$ cat src/rtl/lfsr_pad_gen_if.sv
// Request/response bundle between the control unit and the LFSR pad generator.
// The control unit drives the tap/seed/command side and the generator returns pads and status.
interface lfsr_pad_gen_if #(
  parameter int DATA_W = 8,
  parameter int CNT_W  = 8
);
  logic [DATA_W-1:0] tap_in;
  logic [DATA_W-1:0] seed_in;
  logic              load;
  logic              start;
  logic [CNT_W-1:0]  step_cnt;
  logic              hold;
  logic              busy;
  logic              pad_valid;
  logic [DATA_W-1:0] pad_out;
  logic              done;
  logic [DATA_W-1:0] lfsr_state;
  logic              zero_lock;

  modport master (
    output tap_in, seed_in, load, start, step_cnt, hold,
    input  busy, pad_valid, pad_out, done, lfsr_state, zero_lock
  );

  modport slave (
    input  tap_in, seed_in, load, start, step_cnt, hold,
    output busy, pad_valid, pad_out, done, lfsr_state, zero_lock
  );
endinterface

$ cat src/rtl/lfsr_pad_gen.sv
// Pad generator: steps a W-bit Fibonacci LFSR loaded from LUT taps and a seed,
// emitting one zero-extended pad byte per accepted step.
module lfsr_pad_gen #(
  parameter int W      = 7,
  parameter int DATA_W = 8,
  parameter int CNT_W  = 8
) (
  input  logic          clk,
  input  logic          init_n,
  lfsr_pad_gen_if.slave bus
);

  typedef enum logic [1:0] {
    IDLE,
    RUN,
    DONE
  } state_e;

  state_e             state_q;
  logic [W-1:0]       taps_q;
  logic [W-1:0]       lfsr_q;
  logic [W-1:0]       lfsr_d;
  logic [CNT_W-1:0]   rem_q;
  logic [DATA_W-1:0]  pad_q;
  logic               pad_valid_q;
  logic               done_q;
  logic               busy_q;
  logic               zero_lock_q;

  // Tap and seed bits at or above W have no effect on the generator.
  logic unused_hi_bits;
  assign unused_hi_bits = ^{bus.tap_in[DATA_W-1:W], bus.seed_in[DATA_W-1:W]};

  assign lfsr_d = {lfsr_q[W-2:0], ^(lfsr_q & taps_q)};

  always_ff @(posedge clk) begin
    if (!init_n) begin
      state_q     <= IDLE;
      taps_q      <= '0;
      lfsr_q      <= '0;
      rem_q       <= '0;
      pad_q       <= '0;
      pad_valid_q <= 1'b0;
      done_q      <= 1'b0;
      busy_q      <= 1'b0;
      zero_lock_q <= 1'b0;
    end else begin
      // NOTE: non-blocking throughout, so every branch below reads pre-edge values of the registers.
      pad_valid_q <= 1'b0;
      case (state_q)
        IDLE: begin
          done_q <= 1'b0;
          if (bus.load) begin
            taps_q      <= bus.tap_in[W-1:0];
            lfsr_q      <= bus.seed_in[W-1:0];
            zero_lock_q <= (bus.seed_in[W-1:0] == '0);
          end
          if (bus.start) begin
            rem_q   <= bus.step_cnt;
            busy_q  <= 1'b1;
            state_q <= (bus.step_cnt == '0) ? DONE : RUN;
          end
        end
        RUN: begin
          if (!bus.hold) begin
            pad_q       <= DATA_W'(lfsr_q);
            pad_valid_q <= 1'b1;
            lfsr_q      <= lfsr_d;
            rem_q       <= rem_q - 1'b1;
            if (rem_q == CNT_W'(1)) begin
              // done rises alongside the final pad
              state_q <= DONE;
              done_q  <= 1'b1;
            end
          end
        end
        DONE: begin
          // An empty run enters DONE without a pulse; raise it here for one cycle first.
          if (done_q) begin
            done_q  <= 1'b0;
            busy_q  <= 1'b0;
            state_q <= IDLE;
          end else begin
            done_q <= 1'b1;
          end
        end
        default: state_q <= IDLE;
      endcase
    end
  end

  assign bus.busy       = busy_q;
  assign bus.pad_valid  = pad_valid_q;
  assign bus.pad_out    = pad_q;
  assign bus.done       = done_q;
  assign bus.lfsr_state = DATA_W'(lfsr_q);
  assign bus.zero_lock  = zero_lock_q;

endmodule
$ cat src/flat_wrapper.sv
// flat-port wrapper written by rule: the top's interface ports become plain ports
module lfsr_pad_gen_flat 
#(
  parameter int W      = 7,
  parameter int DATA_W = 8,
  parameter int CNT_W  = 8
)
  (clk, init_n, bus_tap_in, bus_seed_in, bus_load, bus_start, bus_step_cnt, bus_hold, bus_busy, bus_pad_valid, bus_pad_out, bus_done, bus_lfsr_state, bus_zero_lock);
  lfsr_pad_gen_if #(.DATA_W(DATA_W), .CNT_W(CNT_W)) bus_i ();
  input  logic clk;
  input  logic init_n;
  input wire logic [$bits(bus_i.tap_in)-1:0] bus_tap_in;
  input wire logic [$bits(bus_i.seed_in)-1:0] bus_seed_in;
  input wire logic [$bits(bus_i.load)-1:0] bus_load;
  input wire logic [$bits(bus_i.start)-1:0] bus_start;
  input wire logic [$bits(bus_i.step_cnt)-1:0] bus_step_cnt;
  input wire logic [$bits(bus_i.hold)-1:0] bus_hold;
  output wire logic [$bits(bus_i.busy)-1:0] bus_busy;
  output wire logic [$bits(bus_i.pad_valid)-1:0] bus_pad_valid;
  output wire logic [$bits(bus_i.pad_out)-1:0] bus_pad_out;
  output wire logic [$bits(bus_i.done)-1:0] bus_done;
  output wire logic [$bits(bus_i.lfsr_state)-1:0] bus_lfsr_state;
  output wire logic [$bits(bus_i.zero_lock)-1:0] bus_zero_lock;
  assign bus_i.tap_in = bus_tap_in;
  assign bus_i.seed_in = bus_seed_in;
  assign bus_i.load = bus_load;
  assign bus_i.start = bus_start;
  assign bus_i.step_cnt = bus_step_cnt;
  assign bus_i.hold = bus_hold;
  assign bus_busy = bus_i.busy;
  assign bus_pad_valid = bus_i.pad_valid;
  assign bus_pad_out = bus_i.pad_out;
  assign bus_done = bus_i.done;
  assign bus_lfsr_state = bus_i.lfsr_state;
  assign bus_zero_lock = bus_i.zero_lock;
  lfsr_pad_gen #(.W(W), .DATA_W(DATA_W), .CNT_W(CNT_W)) u_core (.clk(clk), .init_n(init_n), .bus(bus_i));
endmodule
$ cat config.mk
export PLATFORM = sky130hd
export DESIGN_NAME = lfsr_pad_gen_flat
export DESIGN_NICKNAME = d
export VERILOG_FILES = /design/src/rtl/lfsr_pad_gen_if.sv /design/src/rtl/lfsr_pad_gen.sv /design/src/flat_wrapper.sv
export SDC_FILE = /design/constraint.sdc
export NUM_CORES = 1
export LEC_CHECK = 0
export BUFFER_PORTS_ARGS = -buffer_cell sky130_fd_sc_hd__buf_2
export CAP_MARGIN = 10
export CORE_MARGIN = 1
export CORE_UTILIZATION = 56
export CTS_BUF_LIST = sky130_fd_sc_hd__clkbuf_16
export CTS_CLUSTER_SIZE = 20
export DETAILED_ROUTE_END_ITERATION = 10
export HOLD_SLACK_MARGIN = 0.05
export PLACE_DENSITY_LB_ADDON = 0.1
export SYNTH_ARGS = -nofsm -noshare
export SYNTH_HDL_FRONTEND = slang
export SYNTH_SLANG_ARGS = --single-unit
$ cat constraint.sdc
create_clock -name clk -period 4.1 [get_ports clk]
set_input_delay 1.025 -clock clk [delete_from_list [all_inputs] [get_ports clk]]
set_output_delay 1.025 -clock clk [all_outputs]
set_load 0.05 [all_outputs]
==> results.py, run 1 <==
metrics = {
    "outcome": {
        "status": "completed",
    },
    "setup_path": {
        "cp-end-kind": "register",
        "reg2reg_depth": 6,
        "critical-path-top-delay-family": "compound AO/OA/AOI/OAI gates",
        "crit_arrival_ns": 2.56,
        "crit_buf_inv": 1,
        "crit_required_ns": 4.27,
        "path_class": "reg -> reg",
        "start_kind": "register",
        "cp_slowest_stage_delay_ns": 0.59,
        "crit_chain": "inv_1 > ha_1 > nand2b_1 > a21boi_4 > o21ai_0 > a221oi_1",
        "critical_path.max_fanout": 15,
        "crit_cells": 6,
        "worst_path_max_delay_cell": "ha_1",
    },
    "sta": {
        "min_period_over_period_pct": 58.4,
        "period_needed_ns": 2.39,
        "rsz0062_at_grt": "false",
        "worst_pin_slew_ns": 0.895,
        "fin_skew_ns": 0.00452,
        "holdWs_ns": 0.452,
        "finalHoldViolCount": 0,
        "slew_headroom_pct": 40.3,
        "setup_viol": 0,
        "final_max_slew_viol_count": 0,
        "max_freq_ghz": 0.418,
        "final.setup.tns_ns": 0,
    },
    "floorplan": {
        "num_rows": 20,
        "io_pins": 49,
        "fp.dieW_um": 58.7,
        "coreArea_sq_um": 3050,
        "start_util_pct": 59.0,
        "die_h_um": 58.7,
        "die_area_sq_um": 3450,
    },
    "global_route": {
        "grt_usage_pct": 25.9,
        "met2_usage_pct": 42.4,
        "antenna_found_initial": 0,
        "met1_usage_pct": 34.5,
        "overflow": 0,
        "grt_use_met3_pct": 4.84,
        "grt-busiest-layer": "met2",
        "grt_pass1_wl_um": 6840,
        "grt_pass1_vias": 1542,
        "grt_max_degree": 30,
    },
    "clock_tree": {
        "root_buffer": "clkbuf_16",
        "holdBufCountCts": 0,
        "ctsResizeCount": 0,
        "cts_max_level": 2,
        "tritoncts": "built",
        "cts_sinks": 35,
        "clk_latency_ns": 0.27,
        "clk_path_buf_depth": 2,
        "cts_buffers": 5,
        "cts.clk_slew.worst_paths_ns": 0.05,
        "post_cts_buffers": 0,
    },
    "power": {
        "powerDensity_nw_per_um2": 842,
        "p_leak_nw": 0.918,
        "irDropWorstVdd_uv": 433,
    },
    "routing": {
        "wl_per_cell_um": 13.7,
        "drt_iter0_markers": 111,
        "drc": 0,
        "ant_nets": 0,
        "num_vias": 1688,
        "dr.pass1.iters": 4,
        "wl_um": 4170,
        "vias_per_cell": 5.55,
    },
    "finish": {
        "final_util_pct": 70.9,
        "drive_gt1_share_pct": 23.1,
        "final_cells": 304,
        "multi_input_area_sq_um": 1010,
        "syn2layout_area_growth_pct": 20.2,
        "nFillCells": 258,
        "regArea_sq_um": 701,
        "final_nets": 294,
        "antenna_cells": 0,
    },
    "synthesis": {
        "ys_warn_count": 0,
        "synth-seq-cells": 35,
        "avgSynthCellArea_sq_um": 8.19,
        "synth_area_sq_um": 1800,
        "netlist_instances": 220,
        "yosysSeqAreaShare_pct": 38.9,
        "synth_cell_types": 39,
    },
    "placement": {
        "dp_hpwl_um": 2940,
        "place_congestion": 0.872,
        "place_inst": 296,
        "portBuffers": 44,
    },
    "hold_path": {
        "hold_path_class": "reg -> reg",
        "worst_hold_path.num_cells": 2,
    },
    "flow_run": {
        "drv_cap": 0,
    },
}
[final cells by class]
class	instances	area share, %
clock buffers	5	5.78
clock inverters	3	0.924
inverters	7	1.21
multi-input cells	165	46.7
flip-flops and latches	35	32.4
well taps	44	2.54
repair buffers	45	10.5
[cell usage after synthesis, drive strengths merged]
master | count | area [sq um]
nor4 | 4 | 25.0
a211oi | 6 | 45.0
a21oi | 26 | 141
a41o | 1 | 10.0
nand2 | 37 | 139
o221a | 4 | 45.0
dfxtp | 35 | 701
o21a | 3 | 22.5
nand4b | 1 | 8.76
a31oi | 4 | 25.0
ha | 6 | 75.1
xnor3 | 2 | 45.0
xor2 | 1 | 8.76
a41oi | 1 | 8.76
a21boi | 1 | 18.8
o21ai | 8 | 40.0
or3 | 1 | 6.26
conb | 1 | 3.75
nor2 | 18 | 67.6
buf | 8 | 45.0
o2bb2ai | 1 | 8.76
a22oi | 1 | 7.51
a21bo | 1 | 10.0
and3 | 2 | 12.5
inv | 7 | 26.3
o211ai | 1 | 7.51
nand2b | 5 | 31.3
nor2b | 3 | 18.8
nand3 | 10 | 50.1
clkbuf | 6 | 22.5
a32oi | 1 | 8.76
nor3b | 1 | 7.51
nand4 | 1 | 6.26
nor3 | 3 | 15.0
mux2i | 7 | 70.1
a221oi | 1 | 8.76
xnor2 | 1 | 8.76
[through the flow]
stage	cell area (sq um)	power, W	setup slack [ns]
2_1_floorplan	1810	0.00127	2.06
6_report	2170	0.00182	1.71
3_5_place_dp	2020	0.00146	1.64
5_1_grt	2170	0.00195	1.48
4_1_cts	2170	0.00182	1.69
3_3_place_gp	2020	0.00144	1.67
[sequential cells by signal, indices dropped and copies added, names as in the netlist]
register and flops:
u_core.taps_q 7, u_core.bus.busy 1, u_core.rem_q 8, u_core.lfsr_q 7, u_core.state_q 2, u_core.bus.zero_lock 1, u_core.bus.pad_valid 1, u_core.bus.pad_out 7
u_core.bus.done 1
[path summary, 6_finish.rpt]
path                                            start               endpoint  slack [ns]
worst max-delay path                u_core.state_q[1]        u_core.rem_q[0]        1.71
worst min-delay path            u_core.bus.pad_out[0]  u_core.bus.pad_out[0]        0.45
worst max register to register      u_core.state_q[1]        u_core.rem_q[0]        1.71
worst min register to register  u_core.bus.pad_out[0]  u_core.bus.pad_out[0]        0.45
[worst reg2reg max path: cells and delay by family, from the launching register on]
family | cells | cell delay [ns]
AOI/OAI and AO/OA | 3 | 0.81
adders and majority gates | 1 | 0.59
and+or+nand+nor | 1 | 0.47
DFF | 1 | 0.32
buffers and inverters | 1 | 0.09
[layer usage]
metal / up-vias / routed length [um]
met5: - / 0
met4: 0 / 40
met3: 5 / 193
met2: 48 / 1980
met1: 777 / 1960
li1: 858 / -
[kinds of logic (layout without fill, tap and decap cells)]
logic type                 Yosys count  count (layout)  synth area share [%]
adders and majority gates            6               6                  4.17
and+or+nand+nor                     86              86                  21.5
xor gates and xnor gates             4               4                  3.47
muxes                                7               7                  3.89
DFF                                 35              35                  38.9
AOI/OAI and AO/OA                   60              60                  22.6
other                                1               2                 0.208
buffers and inverters               21              60                  5.21
[where the power goes]
| part | internal, W | leakage [nW] | total, W | switching, W |
|---|---|---|---|---|
| registers | 0.000446 | 0.287 | 0.000551 | 0.000106 |
| clock network | 0.000223 | 0.0658 | 0.000363 | 0.000139 |
| logic | 0.000321 | 0.565 | 0.000909 | 0.000588 |
| total | 0.000990 | 0.918 | 0.00182 | 0.000833 |
[layout by cell type, fill, tap and decap left out, drive strengths merged, types with 3 or more instances in the layout]
cell    count
a211oi      6
a21oi      26
a31oi       4
buf        45
clkbuf      5
dfxtp      35
ha          6
inv         7
mux2i       7
nand2      37
nand2b      5
nand3      10
nor2       18
nor2b       3
nor3        3
nor4        4
o21a        3
o21ai       8
o221a       4
(Power assumes the default switching activity.)
==> run 2, diff against run 1 <==
CORE_UTILIZATION = 47   (was 56)
clock period = 1.95 ns   (was 4.1 ns; I/O delays follow)
==> run 2 against run 1 <==
Register-to-register slack got worse by 1.5 ns; clock skew shrank 0.0020 ns; maximum frequency rose by 34%; critical endpoint is now u_core.lfsr_q[0]; die area up 18%; power grew 120%; sequential power grew 110%; clock-buffer cell count unchanged; final cell count rose by 4.6%; setup slack lost 1.5 ns; flip-flop and latch count stayed put; combinational power grew 130%.
==> results.py, run 2 (synthesized netlist as in run 1, its figures left out) <==
metrics = {
    "outcome": {
        "status": "completed",
    },
    "routing": {
        "num_vias": 1658,
        "dr.pass1.iters": 5,
        "ant_nets": 0,
        "vias_per_cell": 5.21,
        "drt_iter0_markers": 105,
        "wl_per_cell_um": 13.2,
        "drc": 0,
        "wl_um": 4190,
    },
    "power": {
        "powerDensity_nw_per_um2": 1810,
        "power_frac_comb_pct": 50.2,
        "netSwitchingPower_w": 0.00177,
        "seq_power_share_pct": 28.2,
        "clkPwrFrac_pct": 21.6,
        "p_int_w": 0.00233,
        "p_leak_nw": 0.982,
        "swShare_pct": 43.1,
        "irDropWorstVdd_uv": 984,
    },
    "clock_tree": {
        "post_cts_buffers": 0,
        "ctsResizeCount": 0,
        "clk_path_buf_depth": 2,
        "holdBufCountCts": 0,
        "cts_sinks": 35,
        "cts.clk_slew.worst_paths_ns": 0.05,
        "cts_max_level": 2,
        "root_buffer": "clkbuf_16",
        "tritoncts": "built",
        "cts_buffers": 5,
        "clk_latency_ns": 0.28,
    },
    "setup_path": {
        "critical_path.max_fanout": 13,
        "crit_arrival_ns": 1.96,
        "r2r-end": "u_core.lfsr_q[0]",
        "start_kind": "register",
        "rrSetupSlack_ns": 0.16,
        "r2r-start": "u_core.state_q[1]",
        "crit_required_ns": 2.12,
        "reg2reg_depth": 6,
        "cp-end-kind": "register",
        "path_class": "reg -> reg",
    },
    "finish": {
        "nFillCells": 310,
        "syn2layout_area_growth_pct": 25.7,
        "drive_gt1_share_pct": 25.6,
        "antenna_cells": 0,
        "final_nets": 304,
        "final_util_pct": 61.9,
        "largest_reg_flops": 8,
        "top_register": "u_core.rem_q",
        "layout_common_cells": "44 x buf_2, 37 x nand2_1, 35 x dfxtp_1",
        "final_common_cell": "buf_2",
    },
    "placement": {
        "dp_hpwl_um": 3040,
        "pre_cts_ws_ns": 0.172,
        "place_congestion": 0.879,
        "portBuffers": 44,
    },
    "global_route": {
        "grt_max_degree": 14,
        "grt_pass1_wl_um": 7210,
        "overflow": 0,
        "antenna_found_initial": 0,
        "grt_pass1_vias": 1555,
        "grt_usage_pct": 22.9,
    },
    "floorplan": {
        "die_area_sq_um": 4090,
        "num_rows": 22,
        "io_pins": 49,
        "fp.dieW_um": 63.9,
        "die_h_um": 63.9,
        "start_util_pct": 49.2,
        "coreArea_sq_um": 3660,
    },
    "sta": {
        "final_max_slew_viol_count": 0,
        "max_freq_ghz": 0.558,
        "final.setup.tns_ns": 0,
        "setup_viol": 0,
        "period_needed_ns": 1.79,
        "rsz0062_at_grt": "false",
        "setup_slack_ns": 0.159,
        "fin_skew_ns": 0.00255,
        "finalHoldViolCount": 0,
        "min_period_over_period_pct": 91.8,
    },
    "hold_path": {
        "hold_path_class": "reg -> reg",
        "holdCritStartpoint": "u_core.taps_q[0]",
        "worst_hold_path.num_cells": 2,
        "min_to": "u_core.taps_q[0]",
    },
    "flow_run": {
        "drv_cap": 0,
    },
}
==> run 2: cell types whose count changed in the layout (fill, tap and decap cells not counted) <==
| cell | before | now |
|---|---|---|
| clkinv_1 | 0 | 1 |
| clkinvlp_4 | 2 | 0 |
| buf_4 | 1 | 11 |
| bufinv_16 | 0 | 1 |
==> run 2: cell type report <==
cell class | count | area [sq um] | share of cell area (%)
Timing Repair Buffer | 55 | 303 | 13.4
Clock inverter | 3 | 38.8 | 1.71
Clock buffer | 5 | 125 | 5.52
Multi-Input combinational cell | 165 | 1010 | 44.6
Inverter | 7 | 26.3 | 1.16
Tap cell | 48 | 60.1 | 2.65
Sequential cell | 35 | 701 | 30.9
==> run 2: worst max-delay path, cell delays in order (launching register included) <==
cell,delay (ns)
dfxtp_1,0.35
inv_1,0.08
ha_1,0.26
nand2b_1,0.28
a21oi_4,0.38
mux2i_1,0.13
a41o_1,0.21
==> run 2: how the worst max path moves through the flow <==
stage                             endpoint  slack (ns)  depth (start not counted)         startpoint
after floorplan           u_core.lfsr_q[0]        0.12                          4   u_core.lfsr_q[5]
after global placement    u_core.lfsr_q[0]        0.22                          6  u_core.state_q[1]
after detailed placement  u_core.lfsr_q[0]        0.17                          6  u_core.state_q[1]
after CTS                 u_core.lfsr_q[0]        0.16                          6  u_core.state_q[1]
after global routing      u_core.lfsr_q[0]        0.07                          6  u_core.state_q[1]
final                     u_core.lfsr_q[0]        0.16                          6  u_core.state_q[1]
==> run 2: power groups by stage <==
stage / Sequential [W] / Combinational [W] / Clock (W)
floorplan: 0.00144 / 0.00124 / 0
global placement: 0.00116 / 0.00202 / 0
detailed placement: 0.00116 / 0.00205 / 0
CTS: 0.00115 / 0.00206 / 0.000901
global route: 0.00119 / 0.00227 / 0.000934
finish: 0.00115 / 0.00206 / 0.000886
==> run 2: metal layers <==
layer,global-route usage [%],part of all wire (%),vias to the layer above
met3,6.79,4.1,6
met4,5.97,1.0,0
met2,33.6,43,37
met5,0,0,-
met1,32.3,52,743
li1,-,-,872
==> run 2: metrics by stage <==
stage               instance area [sq um]  total power (W)  cells  hold slack [ns]
global placement                     2100          0.00319    310            0.440
detailed placement                   2100          0.00321    310            0.446
finish                               2260          0.00410    318            0.454
global route                         2260          0.00439    318            0.463
floorplan                            1810          0.00267    221            0.436
CTS                                  2260          0.00411    318            0.456
